### src/rtl/tdc_pkg.sv
// Shared constants for the input conditioner and its per-channel debouncer.
// The counter width helper keeps the terminal count representable.
package tdc_pkg;

  localparam int SYNC_STAGES_DEF = 2;
  localparam int DEBOUNCE_SIM    = 16;
  localparam int DEBOUNCE_BOARD  = 1000000;

  function automatic int cnt_width(input int cycles);
    return (cycles < 1) ? 1 : $clog2(cycles + 1);
  endfunction

endpackage

### src/rtl/debounce_channel.sv
// One button channel: synchroniser chain, stability counter, debounced level
// and single-cycle rise/fall strobes.
module debounce_channel
  import tdc_pkg::*;
#(
  parameter int SYNC_STAGES     = SYNC_STAGES_DEF,
  parameter int DEBOUNCE_CYCLES = DEBOUNCE_SIM
) (
  input  logic clk,
  input  logic rst_n,
  input  logic i_raw,
  output logic o_level,
  output logic o_rise,
  output logic o_fall
);

  localparam int CW = cnt_width(DEBOUNCE_CYCLES);
  localparam logic [CW-1:0] CNT_TERM = CW'(DEBOUNCE_CYCLES - 1);

  logic [SYNC_STAGES-1:0] r_sync;
  logic [CW-1:0]          r_cnt;
  logic                   r_level;
  logic                   r_rise;
  logic                   r_fall;
  logic                   w_sync_out;
  logic                   w_differs;
  logic                   w_accept;

  assign w_sync_out = r_sync[SYNC_STAGES-1];
  assign w_differs  = w_sync_out ^ r_level;
  assign w_accept   = w_differs && (r_cnt == CNT_TERM);

  always_ff @(posedge clk or negedge rst_n) begin
    if (!rst_n) begin
      r_sync <= '0;
    end else begin
      r_sync <= {r_sync[SYNC_STAGES-2:0], i_raw};
    end
  end

  // Any cycle that agrees with the current level restarts the stability run.
  always_ff @(posedge clk or negedge rst_n) begin
    if (!rst_n) begin
      r_cnt   <= '0;
      r_level <= 1'b0;
      r_rise  <= 1'b0;
      r_fall  <= 1'b0;
    end else begin
      r_rise <= 1'b0;
      r_fall <= 1'b0;
      if (!w_differs) begin
        r_cnt <= '0;
      end else if (w_accept) begin
        r_level <= w_sync_out;
        r_cnt   <= '0;
        r_rise  <= w_sync_out;
        r_fall  <= ~w_sync_out;
      end else begin
        r_cnt <= r_cnt + 1'b1;
      end
    end
  end

  assign o_level = r_level;
  assign o_rise  = r_rise;
  assign o_fall  = r_fall;

endmodule

### src/rtl/input_conditioner.sv
// Board button front end: N_IN independent debounce channels plus a combined
// change strobe for the downstream LED test logic.
module input_conditioner
  import tdc_pkg::*;
#(
  parameter int N_IN            = 5,
  parameter int SYNC_STAGES     = SYNC_STAGES_DEF,
  parameter int DEBOUNCE_CYCLES = DEBOUNCE_SIM
) (
  input  logic            clk,
  input  logic            rst_n,
  input  logic [N_IN-1:0] btn_raw,
  output logic [N_IN-1:0] btn_level,
  output logic [N_IN-1:0] btn_rise,
  output logic [N_IN-1:0] btn_fall,
  output logic            any_change
);

  for (genvar g = 0; g < N_IN; g++) begin : g_chan
    debounce_channel #(
      .SYNC_STAGES     (SYNC_STAGES),
      .DEBOUNCE_CYCLES (DEBOUNCE_CYCLES)
    ) u_chan (
      .clk     (clk),
      .rst_n   (rst_n),
      .i_raw   (btn_raw[g]),
      .o_level (btn_level[g]),
      .o_rise  (btn_rise[g]),
      .o_fall  (btn_fall[g])
    );
  end

  assign any_change = |(btn_rise | btn_fall);

endmodule

### config.mk
export PLATFORM = sky130hd
export DESIGN_NAME = input_conditioner
export DESIGN_NICKNAME = d
export VERILOG_FILES = /design/src/rtl/tdc_pkg.sv /design/src/rtl/debounce_channel.sv /design/src/rtl/input_conditioner.sv
export SDC_FILE = /design/constraint.sdc
export NUM_CORES = 1
export LEC_CHECK = 0
export CAP_MARGIN = 20
export CORE_MARGIN = 2
export CORE_UTILIZATION = 35
export DETAILED_ROUTE_END_ITERATION = 8
export PLACE_DENSITY = 0.56
export SYNTH_ARGS = -nofsm -noshare
export SYNTH_HDL_FRONTEND = slang
export SYNTH_SLANG_ARGS = --single-unit
### constraint.sdc
create_clock -name clk -period 2.7 [get_ports clk]
set_input_delay 0.405 -clock clk [delete_from_list [all_inputs] [get_ports clk]]
set_output_delay 0.405 -clock clk [all_outputs]
set_load 0.01 [all_outputs]
==> impl_results.md <==
* Resize count post-CTS at 0
* CP bufs+invs at 1
* Status: finished clean
* Multiplexer area fraction after synthesis at 3.70%
* Grt ovf at 0
* Pre-antenna DRT Iters at 4
* Area leader, netlist: dfrtp_1
* Post-route insts no fill at 236
* R2r setup slk at 1.45 ns
* Pwr Density at 590 mW/mm^2
* Post-DP HPWL at 2350 um
* Dpl cells at 229
* Fillers at 541
* Most frequent cells in the layout: 50 x dfrtp_1, 21 x clkdlybuf4s50_1, 15 x xor2_1
* Clk_lat worst skew at 0.29 ns
* Synth Cell Area at 0.00203 sq mm
* Layout cells sized above 1 at 12.8%
* Setup ws final at 0.619 ns
* Post-Synthesis Mean Instance Area at 13.6 sq um
* YS warnings at 0
* Final instance area at 0.00234 sq mm
* Worst setup SP type: flop
* NetSw at 281 uW
* Crit Path Class: flop to output pin
* CTS Buffer Depth at 2
* Rows at 27
* Unrepaired setup endpoints after global routing: false
* DR iter-0 viols at 30
* Vias after detailed routing at 1069
* TritonCTS clock tree: yes
* Htree depth at 2
* Post-synthesis adder-cell area fraction at 3.09%
* GPL Wtd Cong at 0.677
* Antenna violations before repair at 0
* Compound-Gate Fraction of Synth Area at 1.54%
* Final-report max-slew violation count at 0
* Synth Register Bits at 50
* Pin count of the biggest net entering global routing at 30
* Min Clock Period, post-route at 2.08 ns
* Critical path capture point type: output pin
* Avg WL per Cell at 13.4 um
* Vias in the first global route at 1231
* WP data required at 2.30 ns
* Vias/cell at 4.53
* Largest family of logic cells by synthesized area: simple AND/OR/NAND/NOR gates
* Fin Setup TNS at 0 ns
* Syn Inst Count at 149
* Syn nets at 161
* Flop pwr share at 57.7%
* Register area share after synthesis at 61.7%
* Worst slew margin at 68.5%
* CTS Sinks at 50
* Area share of the largest cell type after synthesis at 61.7%
* Worst slack at placement at 0.948 ns
* Comb pwr share at 4.5%
* Clk slew on worst S/H paths at 0.09 ns
* Final Cycle Share at 77.1%
* Initial core utilization at 36.6%
* Die Wd at 80.1 um
* Die Y at 80.1 um
* Worst hold path type: primary input to asynchronous set/reset pin
* Overall routing resource usage at 11.4%
* Residual DRC count at 0
* I/O Pins at 23
* Max Fclk at 481 MHz
* R2R Path End: g_chan[3].u_chan.o_level
* Setup Fix Bufs, Post-CTS at 0
* Cell depth of the worst flop-to-flop path at 3
* Synth Area in Simple Gates at 17.9%
* Slew at the pin closest to its max-slew limit at 0.472 ns
* Count of max-cap constraint violations at 0
* Cell family with most CP delay: simple AND/OR/NAND/NOR gates
* CP Cell Sequence: nor4_1 -> nand3_1 -> clkdlybuf4s50_1
* P&R area growth vs syn at 15.4%
* First-pass GRT wire length at 5640 um
* Sw Ratio at 20.4%
* Slowest stage delay, CP at 0.49 ns
* Final hold violations at 0
* Core area at 0.00554 sq mm
* Most common cell after layout, fill and taps aside: dfrtp_1
* WL final at 3170 um
* Post-layout nets at 176
* Final Setup Violations at 0
* Cts bufs inserted at 5
* Yosys cell types at 16
* Lkg Pwr at 0.00126 uW
* Critical Path AT at 1.68 ns
* CP max FO at 2
* Port Buf Inserts at 22
* Xor and xnor area share after synthesis at 6.48%
* Hold_buf cts at 0
* ANT cells at 0
* Clock share of power at 37.7%
* Internal power at 1100 uW
* R2R Path Start: g_chan[3].u_chan.r_cnt[0]
* Clock root cell: clkbuf_8
* Max Clock Skew at 0.00832 ns
* Die area at 0.00642 sq mm
* Placed Instance Area at 0.00223 sq mm
* Worst VDD drop at 0.360 mV
* Crit-path slowest cell: clkdlybuf4s50_1
* Detail Route Antenna Nets at 0
* Area contributors post-synth: dfrtp_1 62%, xor2_1 6.5%, buf_4 5.6%
[synthesized netlist by cell type]
library cell,n
and3_2,2
ha_1,5
nand4b_4,3
and3_1,1
mux2_4,5
nor3b_1,10
nand2_1,10
nor2_1,11
buf_4,15
a31oi_1,5
xor2_1,15
nor4_1,2
nand3_1,6
nand4b_2,2
dfrtp_1,50
and2_1,7
[registers in the layout (all words and copies together), names as in the netlist]
signal	count
g_chan.u_chan.o_fall	5
g_chan.u_chan.o_level	5
g_chan.u_chan.o_rise	5
g_chan.u_chan.r_cnt	25
g_chan.u_chan.r_sync	10
[worst max-delay path by stage]
stage,from,to,slack [ns],depth (start not counted)
5_1_grt,g_chan[0].u_chan.o_fall,any_change,0.50,3
6_report,g_chan[0].u_chan.o_fall,any_change,0.62,3
3_3_place_gp,g_chan[0].u_chan.o_fall,any_change,0.97,3
2_1_floorplan,g_chan[2].u_chan.o_fall,any_change,1.53,2
4_1_cts,g_chan[0].u_chan.o_fall,any_change,0.60,3
3_5_place_dp,g_chan[0].u_chan.o_fall,any_change,0.95,3
[routing by layer]
layer / up-vias / wire (um) / track usage, %
li1: 520 / - / -
met1: 530 / 1400 / 13.5
met2: 17 / 1630 / 19.6
met3: 2 / 125 / 3.26
met4: 0 / 19 / 4.07
met5: - / 0 / 0
[metrics by stage]
| stage | utilization, % | hold slack [ns] | power, uW |
|---|---|---|---|
| after floorplan | - | 0.109 | 840 |
| after global placement | 40.2 | 0.333 | 869 |
| after detailed placement | 40.2 | 0.337 | 876 |
| after CTS | 42.2 | 0.0617 | 1410 |
| after global routing | 42.2 | 0.0767 | 1450 |
| final | 42.2 | 0.0538 | 1380 |
[cells by family (layout without fill, tap and decap cells)]
logic type,Yosys count,after routing
compound gates,5,5
xor+xnor,15,15
fa+ha+maj,5,5
buf+inv,15,30
flops,50,50
mux,5,5
simple gates,54,54
[area by class of cell]
| class | instances | area (sq um) | share of cell area [%] |
|---|---|---|---|
| Clock buffer | 6 | 82.6 | 3.53 |
| Sequential cell | 50 | 1250 | 53.5 |
| Multi-Input combinational cell | 84 | 663 | 28.3 |
| Tap cell | 72 | 90.1 | 3.85 |
| Clock inverter | 1 | 30.0 | 1.28 |
| Timing Repair Buffer | 23 | 223 | 9.52 |
[power by group through the flow]
stage,clock network (uW),logic [uW],registers [uW]
global route,581,72.8,802
floorplan,0,33.3,806
global placement,0,60.1,809
finish,521,62.5,796
CTS,545,65.5,797
detailed placement,0,64.8,812
(Power assumes the default switching activity.)
